### src/rtl/dmem_arbiter_if.sv
// dmem_arbiter_if
// Bundles both requester ports (A: pipeline MEM stage, B: DMA/debug) and the
// single-ported data memory side of the arbiter.
//   a_*/b_*  : req/we/addr/wdata in, gnt/rvalid/rdata/err out (per port)
//   mem_*    : address/dataIn/memWrite/memRead out, mem_data in
// modport slave  : the arbiter's view
// modport master : the requesters' and memory's view
interface dmem_arbiter_if;
    logic        a_req;
    logic [1:0]  a_we;
    logic [31:0] a_addr;
    logic [31:0] a_wdata;
    logic        a_gnt;
    logic        a_rvalid;
    logic [31:0] a_rdata;
    logic        a_err;

    logic        b_req;
    logic [1:0]  b_we;
    logic [31:0] b_addr;
    logic [31:0] b_wdata;
    logic        b_gnt;
    logic        b_rvalid;
    logic [31:0] b_rdata;
    logic        b_err;

    logic [31:0] mem_address;
    logic [31:0] mem_dataIn;
    logic [1:0]  mem_memWrite;
    logic        mem_memRead;
    logic [31:0] mem_data;

    modport slave (
        input  a_req, a_we, a_addr, a_wdata,
        output a_gnt, a_rvalid, a_rdata, a_err,
        input  b_req, b_we, b_addr, b_wdata,
        output b_gnt, b_rvalid, b_rdata, b_err,
        output mem_address, mem_dataIn, mem_memWrite, mem_memRead,
        input  mem_data
    );

    modport master (
        output a_req, a_we, a_addr, a_wdata,
        input  a_gnt, a_rvalid, a_rdata, a_err,
        output b_req, b_we, b_addr, b_wdata,
        input  b_gnt, b_rvalid, b_rdata, b_err,
        input  mem_address, mem_dataIn, mem_memWrite, mem_memRead,
        output mem_data
    );
endinterface

### src/rtl/dmem_arbiter.sv
// dmem_arbiter
// Two-port arbiter in front of a single-ported data memory. Port A has
// priority; port B wins after STARVE_LIMIT consecutive losses. Each access
// takes one ACCESS cycle (gnt high, memory driven) followed by an rvalid
// pulse on the winning port.
//   clk    : clock, rising edge
//   rst_n  : asynchronous active-low reset
//   bus    : dmem_arbiter_if.slave (ports A/B and memory side)
module dmem_arbiter #(
    parameter int ADDR_W       = 10,
    parameter int STARVE_LIMIT = 4
) (
    input  logic           clk,
    input  logic           rst_n,
    dmem_arbiter_if.slave  bus
);
    localparam logic [2:0] LIMIT = 3'(STARVE_LIMIT);

    typedef enum logic {IDLE, ACCESS} state_t;

    state_t      state_reg, state_next;
    logic [2:0]  starve_reg, starve_next;
    logic        sel_b_reg, sel_b_next;
    logic [1:0]  we_reg, we_next;
    logic [31:0] addr_reg, addr_next;
    logic [31:0] wdata_reg, wdata_next;
    logic        b_wins;

    logic        access;
    logic        in_range;
    logic        is_load;
    logic [31:0] rdata_value;

    always_ff @(posedge clk or negedge rst_n) begin
        if (!rst_n) begin
            state_reg  <= IDLE;
            starve_reg <= '0;
            sel_b_reg  <= 1'b0;
            we_reg     <= 2'b00;
            addr_reg   <= '0;
            wdata_reg  <= '0;
        end else begin
            state_reg  <= state_next;
            starve_reg <= starve_next;
            sel_b_reg  <= sel_b_next;
            we_reg     <= we_next;
            addr_reg   <= addr_next;
            wdata_reg  <= wdata_next;
        end
    end

    always_comb begin
        state_next  = state_reg;
        starve_next = starve_reg;
        sel_b_next  = sel_b_reg;
        we_next     = we_reg;
        addr_next   = addr_reg;
        wdata_next  = wdata_reg;
        b_wins      = 1'b0;
        case (state_reg)
            IDLE: begin
                b_wins = bus.b_req && (!bus.a_req || starve_reg == LIMIT);
                // The counter only survives an IDLE cycle when B is pending
                // and loses again; any B win or idle B clears it.
                if (bus.a_req && bus.b_req && !b_wins)
                    starve_next = (starve_reg >= LIMIT) ? LIMIT : starve_reg + 3'd1;
                else
                    starve_next = '0;
                if (bus.a_req || bus.b_req) begin
                    state_next = ACCESS;
                    sel_b_next = b_wins;
                    we_next    = b_wins ? bus.b_we    : bus.a_we;
                    addr_next  = b_wins ? bus.b_addr  : bus.a_addr;
                    wdata_next = b_wins ? bus.b_wdata : bus.a_wdata;
                end
            end
            ACCESS: state_next = IDLE;
            default: state_next = IDLE;
        endcase
    end

    assign access   = (state_reg == ACCESS);
    assign in_range = (addr_reg[31:ADDR_W] == '0);
    assign is_load  = (we_reg == 2'b00);

    // Address/data are presented straight from the latch so they only move
    // on entry to ACCESS; the strobes are qualified by state and range.
    assign bus.mem_address  = addr_reg;
    assign bus.mem_dataIn   = wdata_reg;
    assign bus.mem_memWrite = (access && in_range) ? we_reg : 2'b00;
    assign bus.mem_memRead  = access && in_range && is_load;

    assign bus.a_gnt = access && !sel_b_reg;
    assign bus.b_gnt = access &&  sel_b_reg;

    assign rdata_value = (in_range && is_load) ? bus.mem_data : 32'd0;

    // Per-port completion registers; they only update for the port that owns
    // the finishing access, so the other port's rdata/err hold.
    for (genvar gi = 0; gi < 2; gi++) begin : gen_port
        localparam logic PORT_B = (gi == 1);
        logic        done;
        logic        rvalid_reg;
        logic [31:0] rdata_reg;
        logic        err_reg;

        assign done = access && (sel_b_reg == PORT_B);

        always_ff @(posedge clk or negedge rst_n) begin
            if (!rst_n) begin
                rvalid_reg <= 1'b0;
                rdata_reg  <= '0;
                err_reg    <= 1'b0;
            end else begin
                rvalid_reg <= done;
                if (done) begin
                    rdata_reg <= rdata_value;
                    err_reg   <= !in_range;
                end
            end
        end
    end

    assign bus.a_rvalid = gen_port[0].rvalid_reg;
    assign bus.a_rdata  = gen_port[0].rdata_reg;
    assign bus.a_err    = gen_port[0].err_reg;
    assign bus.b_rvalid = gen_port[1].rvalid_reg;
    assign bus.b_rdata  = gen_port[1].rdata_reg;
    assign bus.b_err    = gen_port[1].err_reg;
endmodule

### src/flat_wrapper.sv
// flat-port wrapper written by rule: the top's interface ports become plain ports
module dmem_arbiter_flat 
#(
    parameter int ADDR_W       = 10,
    parameter int STARVE_LIMIT = 4
)
  (clk, rst_n, bus_a_req, bus_a_we, bus_a_addr, bus_a_wdata, bus_a_gnt, bus_a_rvalid, bus_a_rdata, bus_a_err, bus_b_req, bus_b_we, bus_b_addr, bus_b_wdata, bus_b_gnt, bus_b_rvalid, bus_b_rdata, bus_b_err, bus_mem_address, bus_mem_dataIn, bus_mem_memWrite, bus_mem_memRead, bus_mem_data);
  dmem_arbiter_if bus_i ();
  input  logic clk;
  input  logic rst_n;
  input wire logic [$bits(bus_i.a_req)-1:0] bus_a_req;
  input wire logic [$bits(bus_i.a_we)-1:0] bus_a_we;
  input wire logic [$bits(bus_i.a_addr)-1:0] bus_a_addr;
  input wire logic [$bits(bus_i.a_wdata)-1:0] bus_a_wdata;
  output wire logic [$bits(bus_i.a_gnt)-1:0] bus_a_gnt;
  output wire logic [$bits(bus_i.a_rvalid)-1:0] bus_a_rvalid;
  output wire logic [$bits(bus_i.a_rdata)-1:0] bus_a_rdata;
  output wire logic [$bits(bus_i.a_err)-1:0] bus_a_err;
  input wire logic [$bits(bus_i.b_req)-1:0] bus_b_req;
  input wire logic [$bits(bus_i.b_we)-1:0] bus_b_we;
  input wire logic [$bits(bus_i.b_addr)-1:0] bus_b_addr;
  input wire logic [$bits(bus_i.b_wdata)-1:0] bus_b_wdata;
  output wire logic [$bits(bus_i.b_gnt)-1:0] bus_b_gnt;
  output wire logic [$bits(bus_i.b_rvalid)-1:0] bus_b_rvalid;
  output wire logic [$bits(bus_i.b_rdata)-1:0] bus_b_rdata;
  output wire logic [$bits(bus_i.b_err)-1:0] bus_b_err;
  output wire logic [$bits(bus_i.mem_address)-1:0] bus_mem_address;
  output wire logic [$bits(bus_i.mem_dataIn)-1:0] bus_mem_dataIn;
  output wire logic [$bits(bus_i.mem_memWrite)-1:0] bus_mem_memWrite;
  output wire logic [$bits(bus_i.mem_memRead)-1:0] bus_mem_memRead;
  input wire logic [$bits(bus_i.mem_data)-1:0] bus_mem_data;
  assign bus_i.a_req = bus_a_req;
  assign bus_i.a_we = bus_a_we;
  assign bus_i.a_addr = bus_a_addr;
  assign bus_i.a_wdata = bus_a_wdata;
  assign bus_a_gnt = bus_i.a_gnt;
  assign bus_a_rvalid = bus_i.a_rvalid;
  assign bus_a_rdata = bus_i.a_rdata;
  assign bus_a_err = bus_i.a_err;
  assign bus_i.b_req = bus_b_req;
  assign bus_i.b_we = bus_b_we;
  assign bus_i.b_addr = bus_b_addr;
  assign bus_i.b_wdata = bus_b_wdata;
  assign bus_b_gnt = bus_i.b_gnt;
  assign bus_b_rvalid = bus_i.b_rvalid;
  assign bus_b_rdata = bus_i.b_rdata;
  assign bus_b_err = bus_i.b_err;
  assign bus_mem_address = bus_i.mem_address;
  assign bus_mem_dataIn = bus_i.mem_dataIn;
  assign bus_mem_memWrite = bus_i.mem_memWrite;
  assign bus_mem_memRead = bus_i.mem_memRead;
  assign bus_i.mem_data = bus_mem_data;
  dmem_arbiter #(.ADDR_W(ADDR_W), .STARVE_LIMIT(STARVE_LIMIT)) u_core (.clk(clk), .rst_n(rst_n), .bus(bus_i));
endmodule
### config.mk
export PLATFORM = sky130hd
export DESIGN_NAME = dmem_arbiter_flat
export DESIGN_NICKNAME = d
export VERILOG_FILES = /design/src/rtl/dmem_arbiter_if.sv /design/src/rtl/dmem_arbiter.sv /design/src/flat_wrapper.sv
export SDC_FILE = /design/constraint.sdc
export NUM_CORES = 1
export LEC_CHECK = 0
export ABC_AREA = 1
export CAP_MARGIN = 15
export CORE_MARGIN = 10
export CORE_UTILIZATION = 45
export DETAILED_ROUTE_END_ITERATION = 10
export DONT_BUFFER_PORTS = 1
export HOLD_SLACK_MARGIN = 0.1
export PLACE_DENSITY = 0.64
export SYNTH_ARGS = -nofsm -noshare
export SYNTH_HDL_FRONTEND = slang
export SYNTH_SLANG_ARGS = --single-unit
### constraint.sdc
create_clock -name clk -period 2.22 [get_ports clk]
set_input_delay 0.222 -clock clk [delete_from_list [all_inputs] [get_ports clk]]
set_output_delay 0.222 -clock clk [all_outputs]
set_load 0.1 [all_outputs]
# Word level (Yosys, flattened, before mapping)
# Cells that the tools add are included.
# totals
ff_bits,139
out_inout_bits,137
# op_classes
add_sub_neg,1
n_lt_le_gt_ge,1
n_eq_ne,1
n_mux,9
bitwise,2
n_reduce_logical,18
# ops
cell,count
$mux 32,3
$logic_not 22->1,1
$logic_and 1x1->1,9
$mux 3,2
$logic_not 1->1,4
$mux 2,2
$add 3x1->3 const B,1
$eq 3x3->1 const B,1
$ge 3x3->1 const B,1
$logic_not 2->1,1
$logic_or 1x1->1,2
$not 1->1,2
$pmux 1 s2,1
$reduce_and 2->1,1
$mux 1,1

# Logic depth before layout (Yosys ltp)
# Gate-level depths: netlist of the first run.
# depth
word_depth,6
ltp_mapped,10
depth_no_buf,8

# Worst setup path after synthesis of the first run
# OpenSTA, ideal clock, no wires.
# synth_timing
path_type,register to output
start,"register u_core.addr_reg[17], in the netlist u_core.bus.mem_address[17]"
end,output bus_mem_memRead
t_arrival_ns,2.783
slack_ns,-0.785
stages_incl_launch_ff,9
n_path_buf,1
path_cell_list,dfrtp_1 > nor2_1 > nand2_1 > nor2_1 > nand2_1 > nor2_2 > buf_2 > nand2_1 > nor2_1
# synth_between
elab_chain_len,3
# synth_rtl
item,line_no,source
start: declaration,dmem_arbiter.sv:25,"logic [31:0] addr_reg, addr_next;"
start signal: assignment,dmem_arbiter.sv:47,addr_reg <= addr_next;
$logic_not 22->1,dmem_arbiter.sv:83,assign in_range = (addr_reg[31:ADDR_W] == '0);
$logic_and 1x1->1 (2 in series),dmem_arbiter.sv:91,assign bus.mem_memRead = access && in_range && is_load;
end: declaration,flat_wrapper.sv:30,output wire logic [$bits(bus_i.mem_memRead)-1:0] bus_mem_memRead;
# Every way passes these cells.

# Worst setup path after layout of the first run
# layout_timing
start,register u_core.starve_reg[0]
end,"register u_core.wdata_reg[1], in the netlist u_core.bus.mem_dataIn[1]"
# layout_between
elab_chain_len,4
# layout_rtl
item,line_no,source
start: declaration,dmem_arbiter.sv:22,"logic [2:0] starve_reg, starve_next;"
start signal: assignment,dmem_arbiter.sv:44,starve_reg <= starve_next;
$eq 3x3->1,dmem_arbiter.sv:62,b_wins = bus.b_req && (!bus.a_req || starve_reg == LIMIT);
$logic_or 1x1->1,dmem_arbiter.sv:62,
$logic_and 1x1->1,dmem_arbiter.sv:62,
$mux 32,dmem_arbiter.sv:74,wdata_next = b_wins ? bus.b_wdata : bus.a_wdata;
end signal: assignment,dmem_arbiter.sv:48,wdata_reg <= wdata_next;
end: declaration,dmem_arbiter.sv:26,"logic [31:0] wdata_reg, wdata_next;"
# Every way passes these cells.
# A chain may end at the register's enable or synchronous reset.

==> results of run 1 <==
[worst register-to-register path, delay by kind of cell (launching register included)]
| family | cells | cell delay (ns) |
|---|---|---|
| buffers and inverters | 3 | 0.86 |
| flip-flops | 1 | 0.38 |
| AO/OA/AOI/OAI | 2 | 0.36 |
| AND/OR/NAND/NOR | 3 | 0.25 |
| adder cells (fa/ha/maj) | 1 | 0.18 |
[cell usage after synthesis]
cell type,n,area [um2]
nand2_1,204,766
dfrtp_1,139,3480
a21oi_1,126,631
nor2_1,84,315
nand4_1,65,407
buf_2,25,125
clkbuf_1,20,75.1
inv_1,10,37.5
o21ai_0,9,45.0
buf_4,7,52.6
inv_2,4,15.0
o22ai_1,4,25.0
ha_1,2,25.0
nand3_1,2,10.0
nor2_2,2,12.5
a21oi_2,1,8.76
buf_1,1,3.75
[cells by family after synthesis]
logic type / after synthesis / synth area share [%]
AND/OR/NAND/NOR: 357 / 25.0
AO/OA/AOI/OAI: 140 / 11.8
flip-flops: 139 / 57.7
buffers and inverters: 67 / 5.12
adder cells (fa/ha/maj): 2 / 0.415
[final cells by class]
cell class | count | area (um2)
Antenna cell | 2 | 5.00
Clock buffer | 23 | 488
Clock inverter | 9 | 110
Fill cell | 863 | 3580
Inverter | 14 | 57.6
Multi-Input combinational cell | 499 | 2310
Sequential cell | 139 | 3510
Tap cell | 176 | 220
Timing Repair Buffer | 316 | 2910
[where the power goes]
| group | switching [mW] | total, mW | internal (mW) | leakage, nW |
|---|---|---|---|---|
| Clock | 1.07 | 2.85 | 1.78 | 0.286 |
| Combinational | 2.85 | 3.82 | 0.965 | 2.54 |
| Sequential | 0.148 | 2.96 | 2.81 | 1.73 |
| Total | 4.07 | 9.63 | 5.56 | 4.56 |
[cells in the final DEF, fill, tap and decap left out, types with 3 or more instances in the layout]
cell,n
a21oi_1,123
a21oi_2,3
buf_12,7
buf_4,141
clkbuf_16,19
clkbuf_8,4
clkinvlp_4,3
dfrtp_1,117
dfrtp_2,22
dlygate4sd3_1,164
inv_1,8
inv_2,5
nand2_1,202
nand4_1,65
nor2_1,80
nor2_4,6
o21ai_0,6
o21ai_1,3
o22ai_1,4
[final timing paths]
kind,startpoint,to,slack (ns),depth (start not counted)
setup / recovery,u_core.starve_reg[0],u_core.bus.mem_dataIn[1],0.10,9
hold / removal,rst_n,u_core.bus.a_rdata[23],-0.49,0
setup reg to reg,u_core.starve_reg[0],u_core.bus.mem_dataIn[1],0.10,9
hold reg to reg,u_core.bus.b_rdata[24],u_core.bus.b_rdata[24],0.48,2
max in group asynchronous,rst_n,u_core.bus.mem_address[6],2.53,0
min in group clk,bus_a_we[0],u_core.we_reg[0],0.12,2
[metal layers]
metal | GRT usage (%) | wire length, um | vias to the layer above
met4 | 13.0 | 1130 | 0
met2 | 42.4 | 12300 | 499
li1 | - | - | 2919
met5 | 0 | 0 | -
met3 | 9.79 | 3350 | 95
met1 | 29.5 | 8520 | 3092
[through the flow]
step                      power [mW]  worst slack [ns]
after detailed placement        6.20             0.550
after floorplan                 5.48             0.107
after global routing            9.92          -0.00928
after CTS                       9.52            0.0964
after global placement          6.15             0.585
final                           9.63             0.101
[what timing repair did]
item,4_1_cts,5_1_grt
setup endpoints to repair,0,63
hold endpoints to repair,271,139
gates resized for setup,0,17
==> reports/qor.yml, run 1 <==
clk_latency_ns: 0.42
areaGrowthSynthToFinish_pct: 59.4
synth_warnings: 0
ys_seq_area_share_pct: 57.7
netlist_area_um2: 6030
post-route-util_pct: 72.9
routabilityCongestion: 0.873
dp_hpwl_um: 15000
slowest_stage: "dlygate4sd3_1"
finalWirelength_um: 25300
cts.path.max_buffers: 2
required_ns: 2.52
finClkSkew_ns: 0.0130
die_h_um: 136
path_class: "flip-flop to flip-flop"
drv_cap: 0
final_antenna_net_count: 0
min_path_type: "primary input to asynchronous set/reset pin"
crit_chain: "inv_1 -> ha_1 -> nand2_1 -> nand2_2 -> nand2_4 -> buf_12 -> a21oi_1 -> a21oi_1 -> dlygate4sd3_1"
ys_seq_elements: 139
hold_violations: 139
dr.first_iter.drc_count: 669
synthesis.nets: 875
grt_pass1_vias: 6803
power_density_nw_per_um2: 1000
drive_gt1_share_pct: 22.2
clockRootBuffer: "clkbuf_16"
path_clk_slew_ns: 0.06
syn_inst: 705
num_io_pins: 305
cts_max_level: 4
violations: "negative hold slack"
worst_ep_arrival_time_ns: 2.42
fmax_mhz: 472
io_buffer_count: 0
grt_max_degree: 140
cp_top_family: "buffers and inverters"
setup_tns_ns: 0
clock_sinks: 139
grt_usage_pct: 26.1
relSlewSlack_pct: 41.8
grt_antenna_before_repair: 2
fin_crit_ns: 2.12
dpl_cell_area_um2: 7250
start_util_pct: 45.7
layout.nets: 1157
worstPathMaxFanout: 36
die_w_um: 136
coreArea_um2: 13200
max_stage_delay_ns: 0.57
postCtsSetupBuffers: 0
fin_crit_sh_pct: 95.5
syn_area_per_cell_um2: 8.56
design_area_um2: 9610
detailedRoute.firstPassIterationCount: 5
drc: 0
vias_per_cell: 5.61
dp.cells: 977
status: "finished with violations"
via_count: 6605
cts_hold_buf: 164
path_buf_inv: 3
design.die.area_um2: 18400
avgRoutedWirePerCell_um: 21.5
start_kind: "flip-flop"
placement_rows: 42
finalSetupViolCount: 0
worstMarginPinSlew_ns: 0.873
cts_tree: "done"
grt_pass1_wl_um: 38000
ys_types: 17
instances_no_fill: 1178
crit_path_end_kind: "flip-flop"
ir_drop_mv: 0.634
cts_made_buffers: 17
p_leak_nw: 4.56
holdWs_ns: -0.495
crit_top_cell: "a21oi_1"
slew_violations: 0
grt_overflow: 0
Note: power is estimated with default switching activity, not from simulation.
==> inputs of run 2 (changes only) <==
- SLEW_MARGIN: not set -> 15
==> results of run 2 <==
Same layout as run 1: the final DEF is identical, and so are final timing and power.
==> inputs of run 3 (changes only) <==
- CTS_BUF_LIST: not set -> sky130_fd_sc_hd__clkbuf_4
==> run 3 against run 2 <==
Critical endpoint is now bus_mem_memWrite[1]. Combinational power is essentially flat. Sequential cell count is the same. The run still ends with negative hold slack left. Setup slack better by 0.0040 ns. Via count rose by 2.3%. Die area is the same. Highest routed layer unchanged. Largest cell class unchanged.
==> reports/qor.yml, run 3 (synthesis results as in run 1) <==
instances_no_fill: 1188
slowest_stage: "dfrtp_2"
crit_cells: 8
path_class: "flip-flop to output port"
coreArea_um2: 13200
fill_cells: 913
wl_met3_um: 3480
post-route-util_pct: 71.2
violations: "negative hold slack"
placement_rows: 42
start_util_pct: 45.7
cts_hold_buf: 166
path_buf_inv: 1
finClkSkew_ns: 0.0204
crit_path_end_kind: "output port"
min_path_type: "primary input to asynchronous set/reset pin"
hold_violations: 139
detailedRoute.firstPassIterationCount: 5
path_clk_slew_ns: 0.12
fmax_mhz: 473
die_h_um: 136
highest_layer: "met4"
p_leak_nw: 4.46
dr.first_iter.drc_count: 608
crit_chain: "nor2_1 -> nand2_1 -> nor2_1 -> nand2_1 -> nor2_4 -> nand2_4 -> nor2_4 -> buf_12"
cts_max_level: 4
die_w_um: 136
io_buffer_count: 0
grt_antenna_before_repair: 5
worstPathMaxFanout: 4
layout_common_cells: "nand2_1 (200), dlygate4sd3_1 (166), buf_4 (145)"
vias_per_cell: 5.69
cts.path.max_buffers: 2
required_ns: 2.00
rr_startpoint: "u_core.access"
routabilityCongestion: 0.873
cp_top_family: "simple AND/OR/NAND/NOR gates"
slew_violations: 0
drive_gt1_share_pct: 22.7
drc: 0
design.die.area_um2: 18400
r2r_cells: 5
layout_commonest_cell: "nand2_1"
status: "finished with violations"
worst_ep_arrival_time_ns: 1.89
finalWirelength_um: 25400
avgRoutedWirePerCell_um: 21.3
grt_usage_pct: 25.8
clk_latency_ns: 0.53
met1_length_um: 8390
grt_pass1_wl_um: 37500
start_kind: "flip-flop"
fin_crit_ns: 2.11
clock_sinks: 139
areaGrowthSynthToFinish_pct: 55.6
layout.nets: 1164
grt_max_degree: 140
drv_cap: 0
max_stage_delay_ns: 0.42
final_antenna_net_count: 0
reg2reg_to: "u_core.bus.mem_address[0]"
cts_made_buffers: 17
fin_crit_sh_pct: 95.3
holdWs_ns: -0.621
rsz0062_at_grt: "yes"
clockRootBuffer: "clkbuf_4"
finalSetupViolCount: 0
ir_drop_mv: 0.680
power_density_nw_per_um2: 895
dr_wl_met2_um: 12200
cts_tree: "done"
num_io_pins: 305
startpoint: "u_core.bus.mem_address[17]"
grt_overflow: 0
grt_pass1_vias: 6767
via_count: 6757
dp.cells: 977
relSlewSlack_pct: 41.7
r2r_setup_slack_ns: 0.11
dp_hpwl_um: 15000
worstMarginPinSlew_ns: 0.875
## run 3: worst max-delay path by stage
stage	endpoint
final	bus_mem_memWrite[1]
after global routing	bus_mem_memWrite[1]
after CTS	bus_mem_memWrite[0]
after detailed placement	bus_mem_memWrite[0]
after global placement	bus_mem_memWrite[0]
after floorplan	bus_mem_memWrite[0]
## run 3: timing repair
action	in CTS	in global routing
endpoints found under the setup margin	2	69
buffers inserted	0	4
gates resized for setup	2	21
hold endpoints to repair	272	139
cloned	0	4
pin swaps	0	4
## run 3: metal layers
layer	vias up	global-route usage, %
met5	-	0
met4	0	14.4
met3	105	10.5
met2	551	41.6
met1	3163	28.4
li1	2938	-
## run 3: stage by stage
stage / setup slack (ns) / cell area, um2 / setup TNS (ns) / power (mW)
6_report: 0.105 / 9390 / 0 / 8.40
2_1_floorplan: 0.107 / 6080 / 0 / 5.48
3_5_place_dp: 0.550 / 7250 / 0 / 6.20
4_1_cts: 0.0251 / 9190 / 0 / 8.28
3_3_place_gp: 0.585 / 7250 / 0 / 6.15
5_1_grt: -0.0764 / 9380 / -0.209 / 8.69
## run 3: cell type report
type / instances / area (um2) / area share (%)
multi-input cells: 499 / 2330 / 24.8
clock buffers: 19 / 143 / 1.52
diodes: 5 / 12.5 / 0.133
repair buffers: 323 / 2990 / 31.8
flip-flops and latches: 139 / 3510 / 37.4
inverters: 14 / 62.6 / 0.666
well taps: 176 / 220 / 2.35
clock inverters: 13 / 125 / 1.33
## run 3: worst register-to-register path, stage by stage (launching register included)
cell and delay [ns]:
dfrtp_1 0.51, a21oi_4 0.19, buf_4 0.44, nor2_1 0.16, a21oi_1 0.19, dlygate4sd3_1 0.59
## run 3: report_power, final
group          switching (mW)  internal (mW)
clock network           0.922          0.681
registers               0.152           2.81
logic                    2.86          0.985
